**src/rtl/dec8out_seq.sv**
```systemverilog
// Registered 3-to-8 one-hot decoder with handshake and programmable hold/gap timing.
// Define DEC8OUT_INVERT_EN for active-low (one-cold) o_one_hot.
module dec8out_seq #(
  parameter int unsigned HOLD_CYCLES = 4,
  parameter int unsigned GAP_CYCLES  = 1
) (
  input  logic       i_clk,
  input  logic       i_rst,
  input  logic [2:0] i_bin,
  input  logic       i_en,
  output logic       o_ready,
  output logic [7:0] o_one_hot,
  output logic       o_active,
  output logic       o_done
);

  typedef enum logic [1:0] {
    StIdle = 2'd0,
    StHold = 2'd1,
    StGap  = 2'd2
  } state_e;

`ifdef DEC8OUT_INVERT_EN
  localparam logic [7:0] PolMask = 8'hFF;
`else
  localparam logic [7:0] PolMask = 8'h00;
`endif

  // Counters hold "cycles remaining minus one" so 256 still fits in 8 bits.
  localparam logic [7:0] HoldLoad = 8'(HOLD_CYCLES - 1);
  localparam logic [7:0] GapLoad  = (GAP_CYCLES == 0) ? 8'd0 : 8'(GAP_CYCLES - 1);

  state_e     state_q, state_d;
  logic [7:0] cnt_q, cnt_d;
  logic [7:0] one_hot_q, one_hot_d;
  logic       active_q, active_d;
  logic       done_q, done_d;

  always_comb begin
    state_d   = state_q;
    cnt_d     = cnt_q;
    one_hot_d = one_hot_q;
    active_d  = active_q;
    done_d    = 1'b0;
    unique case (state_q)
      StIdle: begin
        if (i_en) begin
          state_d   = StHold;
          cnt_d     = HoldLoad;
          one_hot_d = (8'b1 << i_bin) ^ PolMask;
          active_d  = 1'b1;
          done_d    = (HoldLoad == 8'd0);
        end
      end
      StHold: begin
        if (cnt_q == 8'd0) begin
          one_hot_d = PolMask;
          active_d  = 1'b0;
          if (GAP_CYCLES > 0) begin
            state_d = StGap;
            cnt_d   = GapLoad;
          end else begin
            state_d = StIdle;
          end
        end else begin
          cnt_d  = cnt_q - 8'd1;
          // o_done is registered, so raise it on the edge that makes the count reach zero.
          done_d = (cnt_q == 8'd1);
        end
      end
      StGap: begin
        if (cnt_q == 8'd0) begin
          state_d = StIdle;
        end else begin
          cnt_d = cnt_q - 8'd1;
        end
      end
      default: state_d = StIdle;
    endcase
  end

  always_ff @(posedge i_clk) begin
    if (i_rst) begin
      state_q   <= StIdle;
      cnt_q     <= 8'd0;
      one_hot_q <= PolMask;
      active_q  <= 1'b0;
      done_q    <= 1'b0;
    end else begin
      state_q   <= state_d;
      cnt_q     <= cnt_d;
      one_hot_q <= one_hot_d;
      active_q  <= active_d;
      done_q    <= done_d;
    end
  end

  assign o_ready   = (state_q == StIdle);
  assign o_one_hot = one_hot_q;
  assign o_active  = active_q;
  assign o_done    = done_q;

endmodule

```
**config.mk**
```make
export PLATFORM = sky130hd
export DESIGN_NAME = dec8out_seq
export DESIGN_NICKNAME = d
export VERILOG_FILES = /design/src/rtl/dec8out_seq.sv
export SDC_FILE = /design/constraint.sdc
export NUM_CORES = 1
export LEC_CHECK = 0
export BUFFER_PORTS_ARGS = -buffer_cell sky130_fd_sc_hd__buf_2
export CORE_UTILIZATION = 45
export CTS_CLUSTER_DIAMETER = 120
export CTS_CLUSTER_SIZE = 14
export DETAILED_ROUTE_END_ITERATION = 16
export PLACE_DENSITY = 0.71
export SYNTH_ARGS = -nofsm -noshare
export SYNTH_HDL_FRONTEND = slang
export SYNTH_SLANG_ARGS = --single-unit
```
**constraint.sdc**
```tcl
create_clock -name i_clk -period 1.8 [get_ports i_clk]
set_input_delay 0.18 -clock i_clk [delete_from_list [all_inputs] [get_ports i_clk]]
set_output_delay 0.18 -clock i_clk [all_outputs]
set_load 0.01 [all_outputs]
```
==> summary.txt, run 1 <==
# hold bufs at CTS - 0
Worst-path clk slew - 110 ps
CTS Buf Count - 3
Antenna diodes - 0
Initial DRC count - 27
Port Buffers - 16
Commonest non-fill, non-tap cell in the layout - a21oi_1
Leak - 0.000577 uW
First-pass GRT wire length - 4.33 mm
Multi-input logic area - 746 sq um
Die Area - 2810 sq um
Max Buffers Root-to-Sink - 2
Fmax - 568 MHz
Register bit total from synthesis - 20
Fin util - 56.8%
Post-synth ARST share - 0%
Htree depth - 1
DR vias - 1112
Worst-Margin Slew - 489 ps
WL final - 2.64 mm
Worst R2R Start - state_q[0]$_SDFFE_PP0P_
Setup CP Type - flip-flop to flip-flop
Finish-stage setup viols - 0
Number of global-route vias before repair - 993
Sequential area share after synthesis - 34.2%
DRT Pass-1 Iters - 4
Clk sink count - 20
Crit end category - flip-flop
Initial antenna violation count - 0
WL/cell - 13.7 um
Die height - 53.0 um
Max IR drop VDD - 0.634 mV
Mapped Cells - 138
Mux cell area share after synthesis - 2.57%
CTS tree - built
Worst-path cell chain - inv_1, buf_4, ha_1, a311oi_4, buf_6, mux2i_1, a21oi_1
Max-cap viol count - 0
Min-Delay Path Class - input pin to flip-flop
Register area - 402 sq um
Complex-gate fraction of the synthesized area - 25.8%
Initial Utilization - 47.2%
Status - complete, no violations
Via density - 5.76
Register-to-Register Path Depth - 7
Share of the synthesized area in the top cell type - 34.2%
Post-synthesis average cell area - 8.48 sq um
Power per Cell Area - 1060 nW/um^2
YS warnings - 0
DIE WIDTH - 53.0 um
Tot GR Track Use - 21.0%
Post-synthesis xor/xnor area fraction - 0%
Fin crit share - 97.9%
Most frequent cells in the layout - a21oi_1 (20), dfxtp_1 (19), buf_2 (16)
Root buf cell - clkbuf_4
# rows - 18
Worst R2R End - cnt_q[1]$_SDFFE_PP0P_
Slew Limit Fails - 0
Fraction of layout cells with a size suffix above 1 - 27.0%
GR Overflow Total - 0
Adder-Cell Fraction of Synth Area - 7.49%
Worst setup SP type - flip-flop
Final Hold Fails - 0
Worst Setup EP - cnt_q[1]$_SDFFE_PP0P_
Largest family of logic cells by synthesized area - simple AND/OR/NAND/NOR gates
DRC - 0
Post-Syn Nets - 151
Crit path DAT - 1950 ps
Reg2reg setup slack - 40 ps
CP startpoint - state_q[0]$_SDFFE_PP0P_
Worst slew margin - 66.8%
Netlist cell types - 39
Worst-Skew Late Latency - 300 ps
Setup tns final - 0 ps
Final Critical Period - 1760 ps
EDFF count, synth - 0
Clock skew - 1.57 ps
CP required - 1990 ps
Slowest cell on crit path - dfxtp_1
Worst-path fanout max - 8
Final GP Congestion - 0.869
Routed Antenna Nets - 0
Area delta synth->final - 20.2%
Ys flop type - dfxtp_1
Most area-consuming cells after synthesis - dfxtp_1 (34%), a21oi_1 (8.6%), ha_1 (7.5%)
Largest net degree at the start of global routing - 17
Post-synthesis simple-gate area fraction - 26.1%
HPWL after detailed placement - 1.97 mm
Nets@finish - 177
Post-synthesis cell area - 1170 sq um
IO Pins - 17
Delay of the slowest critical-path stage - 390 ps
Filler cells - 239
Final hold slack - 164 ps
Synth area leader - dfxtp_1
Core ar. - 2480 sq um
-- repair_timing --
item | CTS | global route
hold endpoints to repair | 0 | 0
setup endpoints to repair | 0 | 16
buffers inserted | 0 | 2
gates resized for setup | 0 | 8
-- power breakdown --
group | total (uW) | switching, uW | internal (uW) | leakage, uW
Clock | 261 | 138 | 124 | 0.0000210
Sequential | 524 | 36.5 | 488 | 0.000163
Combinational | 704 | 391 | 312 | 0.000393
-- layer usage --
layer  global-route usage (%)  share of wire, %  up-vias
li1                         -                 -      561
met1                     26.6                46      521
met2                     35.7                49       28
met3                     2.01               3.9        2
met4                     9.21              0.87        0
met5                        0                 0        -
-- cell type report --
| cell class | instances | share of cell area (%) |
|---|---|---|
| Timing Repair Buffer | 26 | 11.3 |
| Inverter | 7 | 1.87 |
| Clock buffer | 4 | 2.58 |
| Multi-Input combinational cell | 106 | 53.0 |
| Sequential cell | 20 | 28.6 |
| Tap cell | 30 | 2.67 |
-- per-stage QoR --
stage	setup WS (ps)	cell area, sq um	power (uW)	instances
finish	38.5	1410	1490	193
global route	-21.7	1410	1590	193
CTS	21.9	1370	1430	191
detailed placement	47.3	1330	1170	187
global placement	91.0	1330	1150	187
floorplan	55.0	1170	989	138
-- critical path, delay by kind of cell, from the launching register on --
kind	cells	cell delay [ps]
buffers and inverters	3	380
multiplexers	1	200
AO/OA/AOI/OAI	2	380
flip-flops	1	390
adder cells (fa/ha/maj)	1	290
-- sequential cells by signal (all words and copies together) (netlist names) --
name       count
o_done         1
cnt_q          8
o_one_hot      8
state_q        2
o_active       1
-- cell families (layout without fill, tap and decap cells) --
logic type,after synthesis,after routing
AO/OA/AOI/OAI,46,46
multiplexers,3,3
AND/OR/NAND/NOR,50,50
flip-flops,20,20
adder cells (fa/ha/maj),7,7
buffers and inverters,12,37
-- cells in the mapped netlist, drive strengths merged, types with 2 or more instances --
master and instances:
o31a 2, a21boi 2, nor2 11, or3 2, nand3 8, o31ai 3
clkbuf 5, o21a 2, o21ai 12, mux2i 3, nor3 7, ha 7
nand4 2, a21oi 20, a311oi 2, nand2b 2, inv 7, dfxtp 20
nand2 5, nor2b 3
-- worst min path at each step --
stage | startpoint | endpoint | cells past startpoint
after detailed placement | o_one_hot[7]$_SDFFE_PP0P_ | o_one_hot[7]$_SDFFE_PP0P_ | 2
after global routing | i_bin[1] | o_one_hot[7]$_SDFFE_PP0P_ | 3
after global placement | o_one_hot[0]$_SDFFE_PP0P_ | o_one_hot[0]$_SDFFE_PP0P_ | 2
after CTS | i_bin[1] | o_one_hot[7]$_SDFFE_PP0P_ | 3
after floorplan | i_bin[1] | o_one_hot[2]$_SDFFE_PP0P_ | 2
final | i_bin[1] | o_one_hot[7]$_SDFFE_PP0P_ | 3
(Power assumes the default switching activity.)
==> inputs of run 2 (changes only) <==
--- a/config.mk
+++ b/config.mk
@@ -5,6 +5,7 @@
 export SDC_FILE = /design/constraint.sdc
 export NUM_CORES = 1
 export LEC_CHECK = 0
+export ABC_AREA = 1
 export BUFFER_PORTS_ARGS = -buffer_cell sky130_fd_sc_hd__buf_2
 export CORE_UTILIZATION = 45
 export CTS_CLUSTER_DIAMETER = 120
==> run 2 against run 1 <==
Compared with the run above: non-clock buffer count decreased by 10; combinational power fell by 2%; via count unchanged; worst setup slack better by 200 ps; final cell count is 14% higher; sequential share of layout area increased by 1.6 points; register-to-register slack improved by 200 ps; worst hold slack better by 0.63 ps; first-iteration DRC count fell by 11%; critical endpoint is now cnt_q[3]$_SDFFE_PP0P_; highest routed layer unchanged.
==> summary.txt, run 2 <==
Mapped Cells - 171
Switch share - 40.1%
CP Buf/Inv Count - 2
Routed Antenna Nets - 0
Post-CTS Setup Bufs - 0
Max-cap viol count - 0
Slew Limit Fails - 0
Crit path DAT - 1810 ps
Most frequent cells in the layout - nand2_1 (38), inv_1 (27), nor2_1 (22)
Post-route cell area - 1330 sq um
Commonest non-fill, non-tap cell in the layout - nand2_1
Setup tns final - 0 ps
Register-to-Register Path Depth - 9
Hold Crit Endpoint - state_q[0]$_SDFFE_PP0P_
Unrepaired setup endpoints after global routing - no
HPWL after detailed placement - 1.88 mm
Max Buffers Root-to-Sink - 2
Delay-heaviest family, CP - simple AND/OR/NAND/NOR gates
Via density - 5.05
Worst-Skew Late Latency - 300 ps
DR vias - 1112
Max IR drop VDD - 0.798 mV
Netlist cell types - 18
DRC - 0
Finish-stage setup viols - 0
Min-Delay Path Class - input pin to flip-flop
Setup CP Type - flip-flop to flip-flop
Fraction of layout cells with a size suffix above 1 - 17.9%
Register bit total from synthesis - 20
Tot GR Track Use - 20.1%
Synth area leader - dfxtp_1
Post-synth ARST share - 0%
Die height - 52.8 um
DRT Pass-1 Iters - 4
DIE WIDTH - 52.8 um
WL final - 2.37 mm
Area delta synth->final - 14.3%
Die Area - 2790 sq um
Hold-critical path depth - 3
EDFF count, synth - 0
Worst-path clk slew - 120 ps
Status - complete, no violations
Final GP Congestion - 0.882
GR Overflow Total - 0
WL/cell - 10.8 um
Post-Syn Nets - 184
Top-count cell post-synth - nand2_1
Crit end category - flip-flop
Fmax - 641 MHz
Worst Hold Launch - i_en
Fin crit share - 86.7%
CTS Buf Count - 3
Htree depth - 1
Worst setup SP type - flip-flop
Power per Cell Area - 1200 nW/um^2
Ys flop type - dfxtp_1
Slowest cell on crit path - dfxtp_1
Initial Utilization - 47.3%
Final Critical Period - 1560 ps
Sequential Power Share - 33.5%
Port Buffers - 16
Nets@finish - 204
Comb pwr share - 43.3%
Worst R2R Start - state_q[0]$_SDFFE_PP0P_
YS warnings - 0
Core ar. - 2450 sq um
Leak - 0.000665 uW
Post-synthesis average cell area - 6.80 sq um
# hold bufs at CTS - 0
Worst slew margin - 79.6%
Initial DRC count - 24
Largest net degree at the start of global routing - 16
Post-synthesis cell area - 1160 sq um
Antenna diodes - 0
Int Pwr - 958 uW
Post_cts resized - 0
CP required - 2050 ps
Clock skew - 3.71 ps
Share of the synthesized area in the top cell type - 34.4%
Most area-consuming cells after synthesis - dfxtp_1 (34%), nand2_1 (12%), inv_1 (8.7%)
CP startpoint - state_q[0]$_SDFFE_PP0P_
Delay of the slowest critical-path stage - 390 ps
# rows - 18
Layout Cells excl Fill - 220
Final Hold Fails - 0
Worst R2R End - cnt_q[3]$_SDFFE_PP0P_
CTS tree - built
Worst-path cell chain - inv_1, ha_1, inv_1, nor2_1, nor2_4, nand2_4, o21ai_0, nand2_1, nor2_1
Psw - 640 uW
Number of global-route vias before repair - 1011
IO Pins - 17
Commonest cells in the netlist - nand2_1 (38), inv_1 (27), nor2_1 (22)
Root buf cell - clkbuf_4
Worst-path fanout max - 9
Clk sink count - 20
Cells after DPL - 216
Reg2reg setup slack - 240 ps
First-pass GRT wire length - 4.08 mm
Filler cells - 244
Initial antenna violation count - 0
Worst-Margin Slew - 303 ps
Post-layout power - 1600 uW
Sequential area share after synthesis - 34.4%
Clk pwr share - 23.2%
Area after DPL - 1280 sq um
-- run 2: cell types whose count changed after synthesis, moves of 4 or more --
cell | before | now
nand2_1 | 5 | 38
nor2_1 | 11 | 22
nand3_1 | 8 | 14
nand4_1 | 2 | 10
a21oi_1 | 20 | 12
inv_1 | 7 | 27
o21ai_0 | 12 | 3
clkbuf_1 | 5 | 1
-- run 2: layout make-up --
| type | instances | area (sq um) | share of cell area (%) |
|---|---|---|---|
| Sequential cell | 20 | 400 | 30.1 |
| Clock buffer | 3 | 22.5 | 1.69 |
| Inverter | 28 | 108 | 8.10 |
| Multi-Input combinational cell | 122 | 651 | 49.0 |
| Clock inverter | 1 | 30.0 | 2.26 |
| Tap cell | 30 | 37.5 | 2.82 |
| Timing Repair Buffer | 16 | 80.1 | 6.03 |
-- run 2: per-stage QoR --
| step | hold WS, ps | utilization, % | setup slack (ps) |
|---|---|---|---|
| global route | 174 | 54.1 | 16.2 |
| detailed placement | 453 | 52.0 | 248 |
| floorplan | 249 | - | 350 |
| finish | 165 | 54.1 | 240 |
| CTS | 161 | 54.1 | 221 |
| global placement | 448 | 52.0 | 308 |
-- run 2: worst max path at each step --
stage / endpoint / depth (start not counted)
after CTS: cnt_q[0]$_SDFFE_PP0P_ / 9
after floorplan: cnt_q[7]$_SDFFE_PP0P_ / 10
final: cnt_q[3]$_SDFFE_PP0P_ / 9
after global placement: cnt_q[3]$_SDFFE_PP0P_ / 9
after detailed placement: cnt_q[0]$_SDFFE_PP0P_ / 9
after global routing: cnt_q[3]$_SDFFE_PP0P_ / 9
-- run 2: per-layer routing --
layer,wire [um],vias up,track usage (%)
met5,0,-,0
met4,20,0,6.14
met3,117,2,6.09
met2,1160,30,36.7
met1,1070,496,21.8
li1,-,584,-
-- run 2: logic make-up after synthesis --
logic type | count (synthesis) | share of synthesized area, %
AO/OA/AOI/OAI | 16 | 7.10
adder cells (fa/ha/maj) | 7 | 7.53
buffers and inverters | 29 | 9.58
flip-flops | 20 | 34.4
AND/OR/NAND/NOR | 99 | 41.3
-- run 2: worst min-delay path: stages --
cell	delay, ps
buf_2	110
nand3_1	80
a21oi_1	60
-- run 2: power groups by stage --
stage | Clock, uW | Combinational, uW | Sequential [uW]
finish | 371 | 692 | 535
floorplan | 0 | 540 | 543
CTS | 378 | 695 | 535
detailed placement | 0 | 693 | 545
global route | 395 | 787 | 543
global placement | 0 | 680 | 544
==> inputs of run 3 (changes only) <==
--- a/config.mk
+++ b/config.mk
@@ -11,7 +11,7 @@
 export CTS_CLUSTER_DIAMETER = 120
 export CTS_CLUSTER_SIZE = 14
 export DETAILED_ROUTE_END_ITERATION = 16
-export PLACE_DENSITY = 0.71
+export PLACE_DENSITY = 0.65
 export SYNTH_ARGS = -nofsm -noshare
 export SYNTH_HDL_FRONTEND = slang
 export SYNTH_SLANG_ARGS = --single-unit
==> constraint.sdc (replaced) <==
create_clock -name i_clk -period 1.5 [get_ports i_clk]
set_input_delay 0.15 -clock i_clk [delete_from_list [all_inputs] [get_ports i_clk]]
set_output_delay 0.15 -clock i_clk [all_outputs]
set_load 0.01 [all_outputs]
==> run 3 against run 2 <==
Compared with the run above: clock power fell by 32%; first-iteration DRC count rose by 42%; combinational power rose by 40%; critical path depth fell by 3; sequential share of layout area fell by 1.3 points; non-clock buffer count rose by 7; count of clock-buffer cells in the layout did not move; via count rose by 2.5%; final cell count rose by 2.7%; utilization rose by 2.9 points; critical endpoint is now cnt_q[7]$_SDFFE_PP0P_; largest cell class unchanged.
==> summary.txt, run 3 (synthesized netlist as in run 2, its figures left out) <==
Routed Antenna Nets - 0
Worst setup SP type - flip-flop
Htree depth - 1
Status - complete, no violations
Setup WS pre-CTS - 3.87 ps
Max Buffers Root-to-Sink - 2
Power per Cell Area - 1330 nW/um^2
Initial DRC count - 34
Leak - 0.000688 uW
Clk sink count - 20
Via density - 5.04
Die Area - 2790 sq um
Worst-Skew Late Latency - 300 ps
First-pass GRT wire length - 4.49 mm
Comb pwr share - 52.2%
Root buf cell - clkbuf_4
DRC - 0
Number of global-route vias before repair - 1090
Setup CP Type - flip-flop to flip-flop
Final Hold Fails - 0
Int Pwr - 1070 uW
CTS tree - built
Fraction of layout cells with a size suffix above 1 - 25.5%
Worst-path clk slew - 110 ps
Psw - 794 uW
IO Pins - 17
Port Buffers - 16
CTS Buf Count - 3
Finish-stage setup viols - 0
Crit end category - flip-flop
Clk pwr share - 13.6%
Worst Slack Setup Final - 101 ps
GR Overflow Total - 0
WL final - 2.56 mm
Max IR drop VDD - 0.736 mV
Core ar. - 2450 sq um
Worst-Margin Slew - 327 ps
Min-Delay Path Class - input pin to flip-flop
Largest net degree at the start of global routing - 16
Clock skew - 5.52 ps
DRT Pass-1 Iters - 4
Switch share - 42.7%
Antenna diodes - 0
Initial Utilization - 47.3%
Worst slew margin - 78.1%
HPWL after detailed placement - 1.96 mm
Fin util - 57.0%
# rows - 18
Commonest non-fill, non-tap cell in the layout - nand2_1
DIE WIDTH - 52.8 um
Fmax - 715 MHz
Sequential Power Share - 34.1%
Crit path DAT - 1590 ps
Tot GR Track Use - 21.6%
Area delta synth->final - 20.5%
Final GP Congestion - 0.853
Max-cap viol count - 0
Nets@finish - 211
Fin crit share - 93.3%
Final Critical Period - 1400 ps
Final hold slack - 154 ps
Slew Limit Fails - 0
Die height - 52.8 um
Setup tns final - 0 ps
Unrepaired setup endpoints after global routing - yes
CP required - 1690 ps
Most frequent cells in the layout - nand2_1 (38), inv_1 (24), nor2_1 (21)
Initial antenna violation count - 0
WL/cell - 11.3 um
DR vias - 1140
Worst-path fanout max - 5
-- run 3: cell types whose count changed in the layout (fill, tap and decap cells not counted), sizes merged --
cell	change
buf	+7
bufinv	-1
-- run 3: repair_timing --
item	4_1_cts	5_1_grt
buffers inserted	1	0
pin swaps	1	6
hold buffers	0	0
endpoints found under the setup margin	3	17
gates resized for setup	1	12
-- run 3: area by class of cell --
type,instances,area [sq um]
fill,231,1050
multi-input combinational,122,683
sequential,20,404
timing repair buffer,23,145
inverter,28,108
tap,30,37.5
clock buffer,3,22.5
-- run 3: stage by stage --
stage          cell area, sq um  std cells  power [uW]
2_1_floorplan              1160        171        1300
3_3_place_gp               1320        222        1530
3_5_place_dp               1320        222        1540
4_1_cts                    1370        226        1830
5_1_grt                    1400        226        2020
6_report                   1400        226        1860
-- run 3: power by group through the flow --
stage                     Combinational (uW)  Sequential [uW]  Clock [uW]
after floorplan                          648              651           0
after global placement                   885              641           0
after detailed placement                 898              643           0
after CTS                                930              632         264
after global routing                    1100              642         272
final                                    971              635         254
-- run 3: final timing paths --
path	start	to	slack, ps	depth (start not counted)
max	state_q[0]$_SDFFE_PP0P_	cnt_q[7]$_SDFFE_PP0P_	100	6
min	i_en	state_q[0]$_SDFFE_PP0P_	150	3
max reg2reg	state_q[0]$_SDFFE_PP0P_	cnt_q[7]$_SDFFE_PP0P_	100	6
min reg2reg	o_active$_SDFFE_PP0P_	o_active$_SDFFE_PP0P_	470	2
-- run 3: layer usage --
layer  wire, um  track usage, %
met2       1320            40.1
met3         85            2.90
met1       1140            24.8
met5          0               0
met4         13            7.46
-- run 3: critical path, stage by stage (launching register included) --
cell	delay, ps
dfxtp_2	330
buf_4	140
ha_1	260
o211ai_1	330
nor2_1	90
nor2_1	100
nor2_1	40
